`src/rtl/multiplier_pkg.sv`:
```
// Shared definitions for the multiplier slice: product-width helper.
package multiplier_pkg;

   function automatic int unsigned prod_w(input int unsigned n);
      return 2 * n;
   endfunction

endpackage

```
`src/rtl/multiplier_full_adder.sv`:
```
// One-bit full adder cell used to build the multiplier reduction array.
module full_adder (
   input  logic a,
   input  logic b,
   input  logic cin,
   output logic sum,
   output logic cout
);

   assign sum  = a ^ b ^ cin;
   assign cout = (a & b) | (a & cin) | (b & cin);

endmodule

```
`src/rtl/multiplier.sv`:
```
// Unsigned N x N array multiplier: AND partial-product grid, rippled rows of
// full-adder cells, and a registered 2N-bit product with synchronous reset.
module multiplier
   import multiplier_pkg::*;
#(
   parameter int unsigned N = 3
) (
   input  logic                 clk,
   input  logic                 rst,
   input  logic [N-1:0]         A,
   input  logic [N-1:0]         B,
   output logic [prod_w(N)-1:0] P
);

   localparam int unsigned PW = prod_w(N);

   logic [PW-1:0] w_prod;
   logic [PW-1:0] r_p;

   // Each row i keeps an (N+1)-bit running sum covering weights 2^i..2^(i+N);
   // its LSB is final product bit i, the rest feeds the next row shifted down.
   for (genvar i = 0; i < N; i++) begin : g_row
      logic [N-1:0] w_pp;
      logic [N:0]   w_acc;

      assign w_pp = A & {N{B[i]}};

      if (i == 0) begin : g_first
         assign w_acc = {1'b0, w_pp};
      end else begin : g_add
         for (genvar j = 0; j < N; j++) begin : g_cell
            logic w_cin;
            logic w_co;

            if (j == 0) begin : g_ha
               assign w_cin = 1'b0;
            end else begin : g_fa
               assign w_cin = g_cell[j-1].w_co;
            end

            full_adder u_fa (
               .a    (g_row[i-1].w_acc[j+1]),
               .b    (w_pp[j]),
               .cin  (w_cin),
               .sum  (w_acc[j]),
               .cout (w_co)
            );
         end
         assign w_acc[N] = g_cell[N-1].w_co;
      end

      if (i < N - 1) begin : g_low
         assign w_prod[i] = w_acc[0];
      end else begin : g_high
         assign w_prod[PW-1:N-1] = w_acc;
      end
   end

   always_ff @(posedge clk) begin
      if (rst) begin
         r_p <= '0;
      end else begin
         r_p <= w_prod;
      end
   end

   assign P = r_p;

endmodule

```
`config.mk`:
```
export PLATFORM = sky130hd
export DESIGN_NAME = multiplier
export DESIGN_NICKNAME = d
export VERILOG_FILES = /design/src/rtl/multiplier_pkg.sv /design/src/rtl/multiplier_full_adder.sv /design/src/rtl/multiplier.sv
export SDC_FILE = /design/constraint.sdc
export NUM_CORES = 1
export LEC_CHECK = 0
export ABC_AREA = 1
export ABC_CLOCK_PERIOD_IN_PS = 4400
export BUFFER_PORTS_ARGS = -buffer_cell sky130_fd_sc_hd__clkbuf_2
export CORE_AREA = 2 2 39 41
export DETAILED_ROUTE_END_ITERATION = 10
export DIE_AREA = 0 0 41 43
export GPL_TIMING_DRIVEN = 0
export SKIP_LAST_GASP = 1
export SLEW_MARGIN = 10
export SYNTH_ARGS = -nofsm -noshare
export SYNTH_HDL_FRONTEND = slang
export SYNTH_SLANG_ARGS = --single-unit
```
`constraint.sdc`:
```
create_clock -name clk -period 4.4 [get_ports clk]
set_input_delay 0.44 -clock clk [delete_from_list [all_inputs] [get_ports clk]]
set_output_delay 0.44 -clock clk [all_outputs]
set_load 0.02 [all_outputs]
```
==> summary.md, run 1 <==
| Metric | Value |
|---|---|
| DRT Wirelength | 498 µm |
| Grt peak-use layer | met2 |
| Synth top area share | about two fifths |
| Dpl cells | 67 |
| Unrepaired setup endpoints after global routing | false |
| Max cap viols | 0 |
| Met3 usage | less than 1% |
| CP Cell Sequence | clkbuf_2 -> nand2_1 -> inv_1 -> ha_1 -> fa_1 -> ha_1 -> inv_1 -> fa_1 -> fa_1 -> nor2_1 |
| Die Height | about 43 µm |
| Drt pass-1 iters | 1 |
| Iter 0 DRT Violations | 0 |
| Synthesis-to-layout area growth | 34.1% |
| Status | completed |
| Fin crit period | 2.38 ns |
| Multi-input gate area | about 150 µm² |
| Post-synthesis net count | 52 |
| Core Box Area | about 1400 µm² |
| Vias | 257 |
| Fillers | between 100 and 150 |
| TNS Setup | 0 ns |
| FF+latch area | 120 µm² |
| Post-DRT Antenna Nets | 0 |
| Fin crit share | between 50 and 60% |
| Yosys reg bits | 6 |
| Final Wtd Congestion | around 0.67 |
| Hold Crit Start | rst |
| DR WL/cell | approximately 7.1 µm |
| Worst rel slew slack | 92.0% |
| Total number of yosys warnings | 0 |
| Syn avg cell area | approximately 8.3 µm² |
| Placed cell area | between 400 and 500 µm² |
| CTS clk-pin slew, worst paths | about 0.040 ns |
| Top_reg_cell synth | dfxtp_1 |
| Setup crit end kind | register |
| Most common cell in the netlist | inv_1 |
| Lkg Pwr | about 0.26 nW |
| Root Buffer Master | clkbuf_4 |
| Tightest Hold Check Type | input port to register |
| Distinct cell type count after synthesis | 6 |
| DP Wirelength | roughly 460 µm |
| Die W | about 41 µm |
| Share of layout cells above drive strength 1 | 29.6% |
| Crit path top cell by count | fa_1 |
| Antenna fix cells | 0 |
| Cells after Synth | 38 |
| CTS tree | yes |
| Rows | 14 |
| Hold-fix buffer count after cts | 0 |
| Post-synth EDFFs | 0 |
| Cell family with most CP delay | adder cells |
| Pwr dens | ~320 nW/µm² |
| Worst Setup Start Kind | input port |
| Initial Util | between 20 and 25% |
| Max frequency | about 420 MHz |
| DRC viols | 0 |
| Final setup vio count | 0 |
| Number of global-route vias before repair | about 220 |
| Crit path max fanout | 3 |
| Gr ovfl total | 0 |
| Hold path endpoint | P[1]$_SDFF_PP0_ |
| First-pass GRT wire length | approximately 700 µm |
| Crit-path max cell delay | 0.50 ns |
| Maximum vdd drop | around 0.06 mV |
| Met1 Track Usage GR | under 10% |
| Top cells by area, synth | dfxtp_1 38%, fa_1 19%, inv_1 13% |
| Pre-CTS setup slack | roughly 1.7 ns |
| CP bufs+invs | 3 |
| Gr usage total | around 6.6% |
| Worst-Margin Slew | 0.120 ns |
| Post-synthesis sequential area ratio | about two fifths |
| H-tree depth | 1 |
| Max FFs per register | 6 |
| Yosys top cell by area | dfxtp_1 |
| Num CTS Buffers | 3 |
| Clock tree buffer depth | 2 |
| Number of port buffers | 13 |
| Slew Limit Fails | 0 |
| Synth async-reset ratio | 0% |
| Setup CP Type | input port to register |
| Total Nets Final | 70 |
| I/O pin cnt | 14 |
| Initial antenna violation count | 0 |
| Critical Path AT | 2.51 ns |
| CP Data Required Time | ~4.5 ns |
| Largest net degree at the start of global routing | 7 |
| Final setup margin | 2.02 ns |
| Synthesized area | around 320 µm² |
| Via/cell ratio | 3.67 |
| Hold depth | 2 |
| Non-Filler Instances | 70 |
| Clk sinks | 6 |
| Worst path slowest cell | fa_1 |
| Setup repair bufs after CTS | 0 |
| GR Layer Usage met2 | between 10% and 20% |
| Final instance area | about 420 µm² |
| Post-cts resize count | 0 |
| Die ar. | 1760 µm² |
| Hold violation count in the final report | 0 |
| Post-synth top cells | 11 x inv_1, 9 x nand2_1, 6 x dfxtp_1, 6 x nor2_1 |
==> cell families after synthesis <==
logic type    share of synthesized area, %
buf+inv                               13.1
simple gates                          17.9
flops                                 38.1
fa+ha+maj                             31.0
==> metal layers <==
layer	routed length (µm)	share of wire, %	vias up
met5	0	0	-
met4	14	2.8	0
met3	44	8.8	2
met2	243	49	12
met1	196	39	105
li1	-	-	138
==> report_power, final <==
| part | total, W | internal, W | switching (W) |
|---|---|---|---|
| logic | 0.0000270 | 0.0000106 | 0.0000164 |
| clock network | 0.0000495 | 0.0000308 | 0.0000188 |
| registers | 0.0000597 | 0.0000587 | 0.000000968 |
==> layout make-up <==
cell class	instances	area share (%)
repair buffers	13	15.4
flip-flops and latches	6	28.4
multi-input cells	21	36.4
inverters	11	9.76
well taps	16	4.73
clock buffers	3	5.33
==> worst max-delay path by stage <==
stage	cells after the start	to	from	slack [ns]
after global placement	10	P[4]$_SDFF_PP0_	B[0]	1.80
after CTS	10	P[4]$_SDFF_PP0_	B[0]	2.01
after floorplan	9	P[4]$_SDFF_PP0_	B[0]	1.97
after global routing	10	P[4]$_SDFF_PP0_	B[0]	1.97
final	10	P[4]$_SDFF_PP0_	B[0]	2.02
after detailed placement	10	P[4]$_SDFF_PP0_	B[0]	1.74
==> per-stage QoR <==
stage / util (%) / hold slack, ns / total power [W]
after floorplan: - / 0.507 / 0.0000770
after global placement: 28.9 / 0.677 / 0.0000875
after detailed placement: 28.9 / 0.686 / 0.0000887
after CTS: 30.6 / 0.423 / 0.000139
after global routing: 30.6 / 0.432 / 0.000143
final: 30.6 / 0.426 / 0.000136
==> placed cells by master, fill, tap and decap left out, drive strengths merged <==
master,Yosys,layout
clkbuf,0,16
dfxtp,6,6
fa,3,3
ha,3,3
inv,11,11
nand2,9,9
nor2,6,6
No activity file was read; power rests on OpenSTA's default activity.
==> inputs of run 2 (changes only) <==
--- a/config.mk
+++ b/config.mk
@@ -5,8 +5,8 @@
 export SDC_FILE = /design/constraint.sdc
 export NUM_CORES = 1
 export LEC_CHECK = 0
-export ABC_AREA = 1
-export ABC_CLOCK_PERIOD_IN_PS = 4400
+export ABC_AREA = 0
+export ABC_CLOCK_PERIOD_IN_PS = 2200
 export BUFFER_PORTS_ARGS = -buffer_cell sky130_fd_sc_hd__clkbuf_2
 export CORE_AREA = 2 2 39 41
 export DETAILED_ROUTE_END_ITERATION = 10
==> constraint.sdc (replaced) <==
create_clock -name clk -period 2.2 [get_ports clk]
set_input_delay 0.22 -clock clk [delete_from_list [all_inputs] [get_ports clk]]
set_output_delay 0.22 -clock clk [all_outputs]
set_load 0.02 [all_outputs]
==> summary.md, run 2 <==
| Metric | Value |
|---|---|
| Synth async-reset ratio | 0% (unchanged) |
| Final Wtd Congestion | 0.691 (+2.9%) |
| Hold violation count in the final report | 0 (unchanged) |
| Synthesis-to-layout area growth | 36.7% |
| Tightest Hold Check Type | input port to register |
| Hold-fix buffer count after cts | 0 (unchanged) |
| Post-cts resize count | 0 (unchanged) |
| Crit path max fanout | 3 (unchanged) |
| Max frequency | 472 MHz |
| DRC viols | 0 (unchanged) |
| Gr ovfl total | 0 (unchanged) |
| Vias | 238 (-7.4%) |
| Distinct cell type count after synthesis | 9 (+3) |
| Number of port buffers | 13 (unchanged) |
| Clock tree buffer depth | 2 (unchanged) |
| Maximum vdd drop | 0.127 mV (+110%) |
| Final setup vio count | 0 (unchanged) |
| Post-synthesis sequential area ratio | 39.2% (+1.1 points) |
| Antenna fix cells | 0 (unchanged) |
| Critical Path AT | 2.24 ns (-0.27 ns) |
| Clk sinks | 6 (unchanged) |
| Cells after Synth | 29 (-24%) |
| Synth top area share | 39.2% (+1.1 points) |
| TNS Setup | 0 ns (unchanged) |
| CP Data Required Time | 2.33 ns (-2.20 ns) |
| Syn avg cell area | 10.6 µm² (+27%) |
| Total Nets Final | 61 (-13%) |
| DR WL/cell | 7.84 µm (+10%) |
| DRT Wirelength | 478 µm (-4.0%) |
| Largest net degree at the start of global routing | 7 (unchanged) |
| WHS | 0.217 ns (-0.210 ns) |
| Pre-CTS setup slack | -0.168 ns (-1.91 ns) |
| Hold depth | 2 (unchanged) |
| Gr usage total | 7.06% (+0.48 points) |
| Final setup margin | 0.0823 ns (-1.94 ns) |
| Post-synth top cells | 6 x and2_1, 6 x dfxtp_1 |
| Fillers | 149 (+0.68%) |
| Worst-Margin Slew | 0.119 ns (-0.00139 ns) |
| Core Box Area | 1380 µm² (unchanged) |
| Synthesized area | 307 µm² (-2.8%) |
| Initial antenna violation count | 0 (unchanged) |
| Fin crit period | roughly 2.1 ns |
| Top cells by area, synth | dfxtp_1 39%, fa_1 20%, and2_1 12% |
| Yosys reg bits | 6 (unchanged) |
| Post-DRT Antenna Nets | 0 (unchanged) |
| Worst Setup Start Kind | input port |
| Number of global-route vias before repair | 250 (+13%) |
| Yosys top cell by area | dfxtp_1 |
| Non-Filler Instances | 61 (-13%) |
| Die W | 41 µm (unchanged) |
| Crit-path max cell delay | 0.48 ns (-0.02 ns) |
| Commonest non-fill, non-tap cell in the layout | clkbuf_2 |
| Lkg Pwr | 0.207 nW (-20%) |
| Iter 0 DRT Violations | 3 (+3) |
| I/O pin cnt | 14 (unchanged) |
| DP Wirelength | 437 µm (-5.9%) |
| Rows | 14 (unchanged) |
| Die ar. | 1760 µm² (unchanged) |
| Max cap viols | 0 (unchanged) |
| CTS tree | yes |
| Share of layout cells above drive strength 1 | 40.0% (+10 points) |
| H-tree depth | 1 (unchanged) |
| First-pass GRT wire length | 821 µm (+17%) |
| Setup crit end kind | register |
| Num CTS Buffers | 3 (unchanged) |
| Setup CP Type | input port to register |
| Fin util | 30.3% (-0.27 points) |
| Unrepaired setup endpoints after global routing | false |
| Status | completed |
| CP Cell Sequence | clkbuf_2 -> and2_1 -> ha_1 -> fa_2 -> ha_1 -> inv_1 -> fa_2 -> fa_1 -> nor2_1 |
| Worst rel slew slack | 92.1% (+0.093 points) |
| Initial Util | 22.2% (-0.63 points) |
| Slew Limit Fails | 0 (unchanged) |
| Root Buffer Master | clkbuf_4 |
| CTS clk-pin slew, worst paths | 0.04 ns (about the same) |
| Worst path slowest cell | fa_1 |
| Total number of yosys warnings | 0 (unchanged) |
| Dpl cells | 58 (-13%) |
| Top_reg_cell synth | dfxtp_1 |
| Drt pass-1 iters | 5 (+4) |
| Most frequent cells in the layout | 13 x clkbuf_2, 6 x dfxtp_1, 6 x and2_1 |
| Setup repair bufs after CTS | 0 (unchanged) |
| Pwr dens | 634 nW/µm² (+97%) |
| Die Height | 43 µm (unchanged) |
| Post-synth EDFFs | 0 (unchanged) |
| Max FFs per register | 6 (unchanged) |
| Post-synthesis net count | 43 (-17%) |
| Via/cell ratio | 3.90 (+6.3%) |
| Fin crit share | between 90% and 100% |
==> run 2: cell types whose count changed in the layout (fill, tap and decap cells not counted), sizes merged <==
| cell | change |
|---|---|
| and2 | +6 |
| and3b | +1 |
| inv | -8 |
| nand2 | -7 |
| nor2 | -3 |
| nor2b | +2 |
==> run 2: final timing paths <==
| kind | start | end | slack [ns] |
|---|---|---|---|
| worst min-delay path | rst | P[3]$_SDFF_PP0_ | 0.22 |
| worst max-delay path | B[0] | P[4]$_SDFF_PP0_ | 0.08 |
==> run 2: area by class of cell <==
type,count,area [µm²],share of cell area [%]
multi-input combinational,20,180,43.0
clock buffer,3,22.5,5.37
inverter,3,11.3,2.69
timing repair buffer,13,65.1,15.5
sequential,6,120,28.7
tap,16,20.0,4.78
==> run 2: worst max-delay path, delay by kind of cell <==
family	cells	cell delay, ns
fa+ha+maj	5	1.68
simple gates	2	0.20
buf+inv	2	0.14
==> run 2: where the power goes <==
group,total [W],internal [W],switching [W],leakage (nW)
registers,0.000119,0.000117,0.00000166,0.0494
clock network,0.0000941,0.0000612,0.0000329,0.0138
logic,0.0000525,0.0000229,0.0000295,0.143
total,0.000266,0.000202,0.0000641,0.207
==> run 2: cells by family (layout without fill, tap and decap cells) <==
| family | after synthesis | count (layout) | share of synthesized area [%] |
|---|---|---|---|
| and+or+nand+nor | 14 | 14 | 25.3 |
| adders and majority gates | 6 | 6 | 31.8 |
| buffers and inverters | 3 | 19 | 3.67 |
| DFF | 6 | 6 | 39.2 |
==> run 2: per-stage QoR <==
stage / power [W] / area [µm²]
after floorplan: 0.000154 / 312
final: 0.000266 / 419
after global routing: 0.000286 / 419
after detailed placement: 0.000174 / 397
after global placement: 0.000174 / 397
after CTS: 0.000271 / 419
==> run 2: per-layer routing <==
metal  wire, µm  track usage [%]  vias to the layer above
met5          0                0                        -
met2        243             11.3                       11
met3         33                0                        0
met4          0             8.00                        0
met1        201             7.17                      107
li1           -                -                      120
==> inputs of run 3 (changes only) <==
--- a/config.mk
+++ b/config.mk
@@ -12,6 +12,7 @@
 export DETAILED_ROUTE_END_ITERATION = 10
 export DIE_AREA = 0 0 41 43
 export GPL_TIMING_DRIVEN = 0
+export REMOVE_ABC_BUFFERS = 1
 export SKIP_LAST_GASP = 1
 export SLEW_MARGIN = 10
 export SYNTH_ARGS = -nofsm -noshare
==> summary.md, run 3 (same netlist as run 2, synthesis figures left out) <==
| Metric | Value |
|---|---|
| Fin util | 30.3% (unchanged) |
| Tightest Hold Check Type | input port to register |
| Unrepaired setup endpoints after global routing | false |
| Hold Crit Start | rst |
| Slew Limit Fails | 0 (unchanged) |
| Initial Util | 22.2% (unchanged) |
| Final Wtd Congestion | 0.697 (+0.88%) |
| Worst rel slew slack | 92.4% (+0.33 points) |
| Via/cell ratio | 3.77 (-3.4%) |
| Die Height | 43 µm (unchanged) |
| Iter 0 DRT Violations | 0 (-3) |
| Hold violation count in the final report | 0 (unchanged) |
| Core Box Area | 1380 µm² (unchanged) |
| I/O pin cnt | 14 (unchanged) |
| Hold-fix buffer count after cts | 0 (unchanged) |
| Gr ovfl total | 0 (unchanged) |
| Num CTS Buffers | 3 (unchanged) |
| Pwr dens | 638 nW/µm² (+0.72%) |
| Max frequency | 478 MHz (+1.3%) |
| Final setup vio count | 0 (unchanged) |
| Die ar. | 1760 µm² (unchanged) |
| Die W | 41 µm (unchanged) |
| Max cap viols | 0 (unchanged) |
| Crit-path max cell delay | 0.52 ns (+0.04 ns) |
| Worst path slowest cell | fa_2 |
| Gr usage total | 6.76% (-0.30 points) |
| CTS clk-pin slew, worst paths | 0.04 ns (about the same) |
| Critical Path AT | 2.22 ns (-0.02 ns) |
| Worst-Margin Slew | 0.113 ns (-0.00545 ns) |
| Total Nets Final | 61 (unchanged) |
| Fillers | 149 (unchanged) |
| Rows | 14 (unchanged) |
| First-pass GRT wire length | 786 µm (-4.3%) |
| Most frequent cells in the layout | 13 x clkbuf_2, 6 x dfxtp_1, 6 x and2_1 |
| DR WL/cell | 7.69 µm (-1.9%) |
| DRT Wirelength | 469 µm (-1.9%) |
| Worst Setup Start Kind | input port |
| Fin crit share | 95.0% (-1.2 points) |
| Status | completed |
| Final instance area | 419 µm² (unchanged) |
| Setup CP Type | input port to register |
| Number of port buffers | 13 (unchanged) |
| CP Cell Sequence | clkbuf_2 -> and2_1 -> ha_1 -> fa_2 -> ha_1 -> inv_1 -> fa_2 -> fa_1 -> nor2_1 |
| Crit path from | B[0] |
| Setup crit end kind | register |
| Post-DRT Antenna Nets | 0 (unchanged) |
| DP Wirelength | 418 µm (-4.4%) |
| Placed cell area | 392 µm² (-1.3%) |
| Initial antenna violation count | 0 (unchanged) |
| Share of layout cells above drive strength 1 | 40.0% (unchanged) |
| CTS tree | yes |
| Maximum vdd drop | 0.108 mV (-15%) |
| Clk sinks | 6 (unchanged) |
| Drt pass-1 iters | 1 (-4) |
| Root Buffer Master | clkbuf_4 |
| DRC viols | 0 (unchanged) |
| CP Data Required Time | 2.33 ns (about the same) |
| Fin crit period | 2.09 ns (-0.0274 ns) |
| Number of global-route vias before repair | 220 (-12%) |
| Clock tree buffer depth | 2 (unchanged) |
| Antenna fix cells | 0 (unchanged) |
| Lkg Pwr | 0.207 nW (unchanged) |
| Commonest non-fill, non-tap cell in the layout | clkbuf_2 |
| Max FFs per register | 6 (unchanged) |
| Crit path max fanout | 3 (unchanged) |
| Synthesis-to-layout area growth | 36.7% (unchanged) |
| H-tree depth | 1 (unchanged) |
| Largest net degree at the start of global routing | 7 (unchanged) |
| Vias | 230 (-3.4%) |
run 3: cell counts in the layout (fill, tap and decap cells not counted):
No cell type changed its count.
run 3: layout make-up:
cell class                      count  area, µm²  share of cell area [%]
Timing Repair Buffer               13       65.1                    15.5
Sequential cell                     6        120                    28.7
Clock buffer                        3       22.5                    5.37
Inverter                            3       11.3                    2.69
Tap cell                           16       20.0                    4.78
Multi-Input combinational cell     20        180                    43.0
run 3: final timing paths:
check                         end  slack, ns  cells past startpoint
setup / recovery  P[4]$_SDFF_PP0_       0.11                      9
hold / removal    P[3]$_SDFF_PP0_       0.21                      2
run 3: metal layers:
metal / global-route usage, % / vias up / part of all wire [%]
met1: 8.82 / 100 / 45
met4: 8.00 / 0 / 0
li1: - / 121 / -
met3: 0 / 0 / 7.0
met2: 8.75 / 9 / 47
met5: 0 / - / 0
run 3: worst max-delay path: cells and delay by family:
family / cells / cell delay, ns
adders and majority gates: 5 / 1.67
and+or+nand+nor: 2 / 0.19
buffers and inverters: 2 / 0.14
run 3: report_power, final:
group / switching (W) / total [W] / internal, W
clock: 0.0000351 / 0.0000965 / 0.0000614
combinational: 0.0000292 / 0.0000519 / 0.0000227
sequential: 0.00000175 / 0.000119 / 0.000117
run 3: repair_timing:
item / in CTS / in global routing
endpoints found under the setup margin: 0 / 1
setup buffers: 0 / 0
resized for setup: 0 / 2
hold endpoints to repair: 0 / 0
run 3: through the flow:
stage	worst slack, ns	TNS, ns	power, W	hold WS [ns]	std cells
6_report	0.110	0	0.000268	0.214	61
5_1_grt	0.0284	0	0.000285	0.229	61
4_1_cts	0.0195	0	0.000272	0.212	61
3_5_place_dp	-0.233	-0.357	0.000173	0.466	58
3_3_place_gp	-0.228	-0.343	0.000173	0.459	58
2_1_floorplan	-0.0747	-0.0747	0.000153	0.287	29
